--- config.mk ---
export PLATFORM = sky130hd
export DESIGN_NAME = vga_timing_gen_flat
export DESIGN_NICKNAME = d
export VERILOG_FILES = /design/src/rtl/vga_pkg.sv /design/src/rtl/vga_timing_gen_if.sv /design/src/rtl/vga_axis_counter.sv /design/src/rtl/vga_timing_gen.sv /design/src/flat_wrapper.sv
export SDC_FILE = /design/constraint.sdc
export NUM_CORES = 1
export LEC_CHECK = 0
export ABC_AREA = 0
export CAP_MARGIN = 0
export CORE_MARGIN = 5
export CORE_UTILIZATION = 58
export CTS_BUF_LIST = sky130_fd_sc_hd__clkbuf_8
export CTS_CLUSTER_DIAMETER = 150
export CTS_CLUSTER_SIZE = 12
export DETAILED_ROUTE_END_ITERATION = 7
export HOLD_SLACK_MARGIN = 0.02
export PLACE_DENSITY_LB_ADDON = 0.2
export SYNTH_ARGS = -nofsm -noshare
export SYNTH_HDL_FRONTEND = slang
export SYNTH_SLANG_ARGS = --single-unit
export TNS_END_PERCENT = 10
--- constraint.sdc ---
create_clock -name clk_i -period 4.28 [get_ports clk_i]
set_clock_uncertainty 0.15 [all_clocks]
set_input_delay 0.856 -clock clk_i [delete_from_list [all_inputs] [get_ports clk_i]]
set_output_delay 0.856 -clock clk_i [all_outputs]
set_load 0.02 [all_outputs]
--- src/rtl/vga_pkg.sv ---
// Shared 640x480@60 raster timing constants, RGB444 pixel type and colour-bar palette.
// Pure declarations: no latency, no flow control.
package vga_pkg;

    localparam int VGA_H_ACTIVE = 640;
    localparam int VGA_H_FP     = 16;
    localparam int VGA_H_SYNC   = 96;
    localparam int VGA_H_BP     = 48;
    localparam int VGA_V_ACTIVE = 480;
    localparam int VGA_V_FP     = 10;
    localparam int VGA_V_SYNC   = 2;
    localparam int VGA_V_BP     = 33;

    typedef struct packed {
        logic [3:0] r;
        logic [3:0] g;
        logic [3:0] b;
    } rgb444_t;

    // Left-to-right bar order: white, yellow, cyan, green, magenta, red, blue, black.
    localparam rgb444_t BAR_COLOURS [8] = '{
        '{r: 4'hF, g: 4'hF, b: 4'hF},
        '{r: 4'hF, g: 4'hF, b: 4'h0},
        '{r: 4'h0, g: 4'hF, b: 4'hF},
        '{r: 4'h0, g: 4'hF, b: 4'h0},
        '{r: 4'hF, g: 4'h0, b: 4'hF},
        '{r: 4'hF, g: 4'h0, b: 4'h0},
        '{r: 4'h0, g: 4'h0, b: 4'hF},
        '{r: 4'h0, g: 4'h0, b: 4'h0}
    };

endpackage

--- src/rtl/vga_timing_gen_if.sv ---
// Raster output bundle between the timing generator and the DAC / pixel source.
// Latency and flow control are defined by the driver; the pixel strobe is the only input.
interface vga_timing_gen_if #(
    parameter int XW = 10,
    parameter int YW = 10
) ();
    logic          pix_en_i;
    logic          hsync_o;
    logic          vsync_o;
    logic          active_video_o;
    logic [XW-1:0] x_o;
    logic [YW-1:0] y_o;
    logic          line_start_o;
    logic          frame_start_o;
    logic [3:0]    pat_r_o;
    logic [3:0]    pat_g_o;
    logic [3:0]    pat_b_o;

    modport master (
        input  pix_en_i,
        output hsync_o, vsync_o, active_video_o, x_o, y_o,
        output line_start_o, frame_start_o, pat_r_o, pat_g_o, pat_b_o
    );

    modport slave (
        output pix_en_i,
        input  hsync_o, vsync_o, active_video_o, x_o, y_o,
        input  line_start_o, frame_start_o, pat_r_o, pat_g_o, pat_b_o
    );
endinterface

--- src/rtl/vga_axis_counter.sv ---
// One raster axis: wrapping counter with combinational active/sync/wrap decode of the current count.
// Count advances on the clock after inc; no backpressure, inc is a pure enable.
module vga_axis_counter #(
    parameter  int ACTIVE = 640,
    parameter  int FP     = 16,
    parameter  int SYNC   = 96,
    parameter  int BP     = 48,
    localparam int TOTAL  = ACTIVE + FP + SYNC + BP,
    localparam int W      = $clog2(TOTAL)
) (
    input  logic         clk,
    input  logic         rst_n,
    input  logic         inc,
    output logic [W-1:0] count,
    output logic         active,
    output logic         sync,
    output logic         wrap
);

    logic at_end;

    assign at_end = (count == W'(TOTAL - 1));
    assign wrap   = inc && at_end;
    assign active = (count < W'(ACTIVE));
    assign sync   = (count >= W'(ACTIVE + FP)) && (count < W'(ACTIVE + FP + SYNC));

    always_ff @(posedge clk or negedge rst_n) begin
        if (!rst_n) begin
            count <= '0;
        end else if (inc) begin
            count <= at_end ? '0 : count + W'(1);
        end
    end

endmodule

--- src/rtl/vga_timing_gen.sv ---
// Raster timing generator; all outputs registered one clock after the counter value, holding between pix_en strobes.
// No backpressure. Optional colour bars built only with VGA_TIMING_PATTERN_EN defined.
module vga_timing_gen
    import vga_pkg::*;
#(
    parameter int H_ACTIVE  = VGA_H_ACTIVE,
    parameter int H_FP      = VGA_H_FP,
    parameter int H_SYNC    = VGA_H_SYNC,
    parameter int H_BP      = VGA_H_BP,
    parameter int V_ACTIVE  = VGA_V_ACTIVE,
    parameter int V_FP      = VGA_V_FP,
    parameter int V_SYNC    = VGA_V_SYNC,
    parameter int V_BP      = VGA_V_BP,
    parameter bit HSYNC_POL = 1'b0,
    parameter bit VSYNC_POL = 1'b0
) (
    input  logic              clk_i,
    input  logic              rst_ni,
    vga_timing_gen_if.master  vga
);

    localparam int H_TOTAL = H_ACTIVE + H_FP + H_SYNC + H_BP;
    localparam int V_TOTAL = V_ACTIVE + V_FP + V_SYNC + V_BP;
    localparam int XW      = $clog2(H_TOTAL);
    localparam int YW      = $clog2(V_TOTAL);

    if (H_ACTIVE % 8 != 0) begin : g_bad_h_active
        $error("H_ACTIVE must be a multiple of 8");
    end
    if (H_FP < 1 || H_SYNC < 1 || H_BP < 1 || V_FP < 1 || V_SYNC < 1 || V_BP < 1) begin : g_bad_widths
        $error("porch and sync widths must be at least 1");
    end

    logic          pix_en;
    logic [XW-1:0] h_cnt;
    logic [YW-1:0] v_cnt;
    logic          h_act, h_sync, h_wrap;
    logic          v_act, v_sync, v_wrap;
    logic          v_top;

    assign pix_en = vga.pix_en_i;

    vga_axis_counter #(
        .ACTIVE (H_ACTIVE), .FP (H_FP), .SYNC (H_SYNC), .BP (H_BP)
    ) u_h_axis (
        .clk    (clk_i),
        .rst_n  (rst_ni),
        .inc    (pix_en),
        .count  (h_cnt),
        .active (h_act),
        .sync   (h_sync),
        .wrap   (h_wrap)
    );

    vga_axis_counter #(
        .ACTIVE (V_ACTIVE), .FP (V_FP), .SYNC (V_SYNC), .BP (V_BP)
    ) u_v_axis (
        .clk    (clk_i),
        .rst_n  (rst_ni),
        .inc    (h_wrap),
        .count  (v_cnt),
        .active (v_act),
        .sync   (v_sync),
        .wrap   (v_wrap)
    );

    // Tracks "current line is row 0" from the vertical wrap instead of a full-width compare.
    always_ff @(posedge clk_i or negedge rst_ni) begin
        if (!rst_ni) begin
            v_top <= 1'b1;
        end else if (h_wrap) begin
            v_top <= v_wrap;
        end
    end

    always_ff @(posedge clk_i or negedge rst_ni) begin
        if (!rst_ni) begin
            vga.hsync_o        <= ~HSYNC_POL;
            vga.vsync_o        <= ~VSYNC_POL;
            vga.active_video_o <= 1'b0;
            vga.x_o            <= '0;
            vga.y_o            <= '0;
            vga.line_start_o   <= 1'b0;
            vga.frame_start_o  <= 1'b0;
        end else begin
            vga.line_start_o  <= pix_en && (h_cnt == '0);
            vga.frame_start_o <= pix_en && (h_cnt == '0) && v_top;
            if (pix_en) begin
                vga.hsync_o        <= h_sync ? HSYNC_POL : ~HSYNC_POL;
                vga.vsync_o        <= v_sync ? VSYNC_POL : ~VSYNC_POL;
                vga.active_video_o <= h_act && v_act;
                vga.x_o            <= h_cnt;
                vga.y_o            <= v_cnt;
            end
        end
    end

`ifdef VGA_TIMING_PATTERN_EN
    localparam int BAR_W = H_ACTIVE / 8;
    localparam int BW    = (BAR_W > 1) ? $clog2(BAR_W) : 1;

    logic [BW-1:0] bar_px;
    logic [2:0]    bar_idx;
    rgb444_t       pat_nxt;

    // Bar index tracks the current h; it only needs to be right while h < H_ACTIVE.
    always_ff @(posedge clk_i or negedge rst_ni) begin
        if (!rst_ni) begin
            bar_px  <= '0;
            bar_idx <= '0;
        end else if (pix_en) begin
            if (h_wrap) begin
                bar_px  <= '0;
                bar_idx <= '0;
            end else if (bar_px == BW'(BAR_W - 1)) begin
                bar_px  <= '0;
                bar_idx <= bar_idx + 3'd1;
            end else begin
                bar_px  <= bar_px + BW'(1);
            end
        end
    end

    always_comb begin
        pat_nxt = '0;
        if (h_act && v_act) begin
            pat_nxt = BAR_COLOURS[bar_idx];
        end
    end

    always_ff @(posedge clk_i or negedge rst_ni) begin
        if (!rst_ni) begin
            vga.pat_r_o <= 4'h0;
            vga.pat_g_o <= 4'h0;
            vga.pat_b_o <= 4'h0;
        end else if (pix_en) begin
            vga.pat_r_o <= pat_nxt.r;
            vga.pat_g_o <= pat_nxt.g;
            vga.pat_b_o <= pat_nxt.b;
        end
    end
`else
    assign vga.pat_r_o = 4'h0;
    assign vga.pat_g_o = 4'h0;
    assign vga.pat_b_o = 4'h0;
`endif

endmodule

--- src/flat_wrapper.sv ---
// flat-port wrapper written by rule: the top's interface ports become plain ports
module vga_timing_gen_flat import vga_pkg::*;
#(
    parameter int H_ACTIVE  = VGA_H_ACTIVE,
    parameter int H_FP      = VGA_H_FP,
    parameter int H_SYNC    = VGA_H_SYNC,
    parameter int H_BP      = VGA_H_BP,
    parameter int V_ACTIVE  = VGA_V_ACTIVE,
    parameter int V_FP      = VGA_V_FP,
    parameter int V_SYNC    = VGA_V_SYNC,
    parameter int V_BP      = VGA_V_BP,
    parameter bit HSYNC_POL = 1'b0,
    parameter bit VSYNC_POL = 1'b0
)
  (clk_i, rst_ni, vga_pix_en_i, vga_hsync_o, vga_vsync_o, vga_active_video_o, vga_x_o, vga_y_o, vga_line_start_o, vga_frame_start_o, vga_pat_r_o, vga_pat_g_o, vga_pat_b_o);
  vga_timing_gen_if #(.XW(10), .YW(10)) vga_i ();
  input  logic clk_i;
  input  logic rst_ni;
  input wire logic [$bits(vga_i.pix_en_i)-1:0] vga_pix_en_i;
  output wire logic [$bits(vga_i.hsync_o)-1:0] vga_hsync_o;
  output wire logic [$bits(vga_i.vsync_o)-1:0] vga_vsync_o;
  output wire logic [$bits(vga_i.active_video_o)-1:0] vga_active_video_o;
  output wire logic [$bits(vga_i.x_o)-1:0] vga_x_o;
  output wire logic [$bits(vga_i.y_o)-1:0] vga_y_o;
  output wire logic [$bits(vga_i.line_start_o)-1:0] vga_line_start_o;
  output wire logic [$bits(vga_i.frame_start_o)-1:0] vga_frame_start_o;
  output wire logic [$bits(vga_i.pat_r_o)-1:0] vga_pat_r_o;
  output wire logic [$bits(vga_i.pat_g_o)-1:0] vga_pat_g_o;
  output wire logic [$bits(vga_i.pat_b_o)-1:0] vga_pat_b_o;
  assign vga_i.pix_en_i = vga_pix_en_i;
  assign vga_hsync_o = vga_i.hsync_o;
  assign vga_vsync_o = vga_i.vsync_o;
  assign vga_active_video_o = vga_i.active_video_o;
  assign vga_x_o = vga_i.x_o;
  assign vga_y_o = vga_i.y_o;
  assign vga_line_start_o = vga_i.line_start_o;
  assign vga_frame_start_o = vga_i.frame_start_o;
  assign vga_pat_r_o = vga_i.pat_r_o;
  assign vga_pat_g_o = vga_i.pat_g_o;
  assign vga_pat_b_o = vga_i.pat_b_o;
  vga_timing_gen #(.H_ACTIVE(H_ACTIVE), .H_FP(H_FP), .H_SYNC(H_SYNC), .H_BP(H_BP), .V_ACTIVE(V_ACTIVE), .V_FP(V_FP), .V_SYNC(V_SYNC), .V_BP(V_BP), .HSYNC_POL(HSYNC_POL), .VSYNC_POL(VSYNC_POL)) u_core (.clk_i(clk_i), .rst_ni(rst_ni), .vga(vga_i));
endmodule
==> impl_summary.txt <==
----------------------------------------------------
[Outcome]
  Status ... finished, final reports clean

[Finish]
  Area grow syn2layout ... 15.8%
  Number of fill cells ... 272
  Final core occ ... 68.8%
  Count of inserted antenna diode cells ... 0
  Multi-input gate area ... 888 µm²
  Share of cells above drive strength 1 ... 17.0%
  Final net count ... 218
  Sequential Area ... 1150 µm²

[Clocking]
  Post CTS Setup Buffer Count ... 0
  Clock root buffer ... sky130_fd_sc_hd__clkbuf_8
  Number of buffers created by CTS ... 5
  Hold Buf Count CTS ... 0
  Number of H-tree levels ... 2
  Total clock sinks ... 46
  TritonCTS clock tree ... yes
  Clock Latency Late Sink ... 0.29 ns
  Clock edge transition at the registers on the reported setup and hold paths ... 0.09 ns
  Max Root-Sink Buffers ... 2
  Number of gates resized after CTS ... 0

[Timing]
  Shortest clock period the worst path allows after layout ... 2.78 ns
  Final count of pins violating max slew ... 0
  Tcrit/Tclk final ... 65.0%
  Hold violation count in the final report ... 0
  Setup repair after global routing missed its margin ... no
  Final setup viols ... 0
  Sum of negative setup slack ... 0 ns
  Fmax ... 0.359 GHz
  Worst max-slew margin expressed relative to the limit ... 35.4%
  Actual transition at the worst max-transition pin ... 0.969 ns
  Hold Slack ... 0.343 ns

[Global route]
  Maximum number of pins on one net before global-route repair ... 47
  Via count of the first global-routing pass ... 1408
  Global-route congestion overflow total ... 0
  Global-route wire length before repair ... 6.59 mm
  Number of antenna violations at the first check in global routing ... 0
  Total global-route track usage ... 16.4%

[Logic synthesis]
  Asr flop ratio synth ... 100%
  Post-Synthesis Cell Area ... 2160 µm²
  Avg Inst Size Synth ... 11.5 µm²
  #FFs+latches synth ... 46
  Most area-hungry cell type in the Yosys netlist ... sky130_fd_sc_hd__dfrtp_1
  Number of warnings reported in the yosys synthesis log ... 0
  Most used flip-flop cell after synthesis ... sky130_fd_sc_hd__dfrtp_1
  Sequential element share of the synthesized area ... 53.5%
  Count leader, synth ... sky130_fd_sc_hd__dfrtp_1
  Top cells by area in the synthesized netlist ... sky130_fd_sc_hd__dfrtp_1, sky130_fd_sc_hd__mux2_2, sky130_fd_sc_hd__buf_4
  Fraction of post-synthesis cell area in the top cell type by area ... 49.8%
  List of most frequent post-synthesis cells ... sky130_fd_sc_hd__dfrtp_1, sky130_fd_sc_hd__mux2_2, sky130_fd_sc_hd__buf_4, sky130_fd_sc_hd__nor2_1, sky130_fd_sc_hd__nand2_1
  Number of flops mapped to enable cells by yosys ... 0
  Gate count of the mapped netlist ... 187
  Count of unique library cells instantiated by Yosys ... 39

[Floorplan]
  Die area ... 5040 µm²
  IO Count ... 40
  Die W ... 71.0 µm
  Die Span Y ... 71.0 µm
  Core area ... 3630 µm²
  Number of cell rows ... 22
  Effective utilization at floorplan ... 59.4%

[Critical path]
  Critical path class ... in2reg
  Worst-path fanout max ... 6
  Reg-to-Reg End ... u_core.u_v_axis.count[9]
  Reg2Reg Setup Slack ... 1.87 ns
  Startpoint Class ... input port
  CP endpoint ... u_core.u_v_axis.count[9]
  Req. time, crit path ... 4.35 ns
  Arrival time at the worst endpoint ... 2.85 ns
  Timing startpoint of the critical path ... vga_pix_en_i
  Crit. End Element ... register
  Worst r2r src ... u_core.u_h_axis.count[1]
  Cell depth of the worst flop-to-flop path ... 5

[Power and ir drop]
  Pwr per Cell Area ... 415 nW/µm²
  P_leak ... 1.14 nW
  Worst vdd rail ir drop ... 0.189 mV

[Route]
  Drt initial violations ... 100
  Remaining DRCs ... 0
  Routed wire length per instance ... 14.8 µm
  Drt pass-1 iters ... 4
  Post-DRT Antenna Nets ... 0
  Via count ... 1444
  Average vias per placed instance ... 5.55
  Detailed-route wire length ... 3.85 mm

[Flow run]
  Reported max-cap violation count ... 0

[Placed design]
  Global placer's final weighted congestion ... 0.841
  Count of input and output buffers ... 27
  Final HPWL DP ... 2.77 mm

[Worst hold path]
  Class of the tightest hold or removal check ... reg2reg

----------------------------------------------------
## cells in the final DEF, fill, tap and decap left out, drive strengths merged, types with 4 or more instances in the layout
cell type      count
dfrtp             43
clkdlybuf4s50     26
mux2              21
conb              12
nor2              11
nand2             10
inv                7
nand3              7
xnor2              7
and3               6
xor2               5
clkbuf             5
nand4              4
nor3               4
o21ai              4
ha                 4
## metrics by stage
step	total power [mW]	std cells	area [µm²]	setup WS [ns]
3_3_place_gp	0.739	252	2390	1.29
4_1_cts	1.05	260	2500	1.50
5_1_grt	1.09	260	2500	1.40
6_report	1.04	260	2500	1.50
3_5_place_dp	0.745	252	2390	1.20
2_1_floorplan	0.674	198	2200	1.69
## registers in the layout, indices dropped and copies added, names as in the netlist
| name | cells |
|---|---|
| u_core.u_h_axis.count | 10 |
| u_core.u_v_axis.count | 10 |
| u_core.vga.x_o | 10 |
| u_core.vga.y_o | 10 |
| u_core.v_top | 1 |
| u_core.vga.active_video_o | 1 |
| u_core.vga.frame_start_o | 1 |
| u_core.vga.hsync_o | 1 |
| u_core.vga.line_start_o | 1 |
| u_core.vga.vsync_o | 1 |
## routing by layer
metal  track usage [%]  vias to the layer above  share of wire [%]
met1              20.6                      718                 43
met3              4.97                        7                5.6
met2              27.2                       38                 50
met4              5.43                        0                1.5
li1                  -                      681                  -
met5                 0                        -                  0
## power by group
| part | internal (mW) | leakage [nW] | total, mW | switching, mW |
|---|---|---|---|---|
| Sequential | 0.482 | 0.597 | 0.544 | 0.0619 |
| Clock | 0.170 | 0.0607 | 0.303 | 0.133 |
| Combinational | 0.0940 | 0.483 | 0.192 | 0.0977 |
## worst min-delay path by stage
stage | startpoint | end | slack [ns] | depth (start not counted)
2_1_floorplan | u_core.v_top | u_core.v_top | 0.34 | 1
3_3_place_gp | u_core.vga.hsync_o | u_core.vga.hsync_o | 0.33 | 2
3_5_place_dp | u_core.vga.hsync_o | u_core.vga.hsync_o | 0.33 | 2
4_1_cts | u_core.vga.hsync_o | u_core.vga.hsync_o | 0.34 | 2
5_1_grt | u_core.vga.vsync_o | u_core.vga.vsync_o | 0.37 | 2
6_report | u_core.vga.hsync_o | u_core.vga.hsync_o | 0.34 | 2
## critical path: stages
cell                              delay [ns]
sky130_fd_sc_hd__clkdlybuf4s50_1        0.48
sky130_fd_sc_hd__nand4_1                0.19
sky130_fd_sc_hd__or4_1                  0.62
sky130_fd_sc_hd__or4_1                  0.51
sky130_fd_sc_hd__a21oi_1                0.18
## cells by family (layout without fill, tap and decap cells)
logic type	after synthesis	after routing	synth area share (%)
buf+inv	27	41	7.30
fa+ha+maj	4	4	2.32
flops	46	46	53.5
compound gates	16	16	4.87
simple gates	58	58	15.1
other cells	1	12	0.174
mux	23	23	11.9
xor+xnor	12	12	4.87
## layout make-up
| type | count | share of cell area, % |
|---|---|---|
| clock buffers | 5 | 2.75 |
| repair buffers | 28 | 10.9 |
| clock inverters | 3 | 1.50 |
| well taps | 48 | 2.40 |
| multi-input cells | 125 | 35.5 |
| inverters | 5 | 0.750 |
| flip-flops and latches | 46 | 46.2 |
Power figures use the tool's default switching activity.
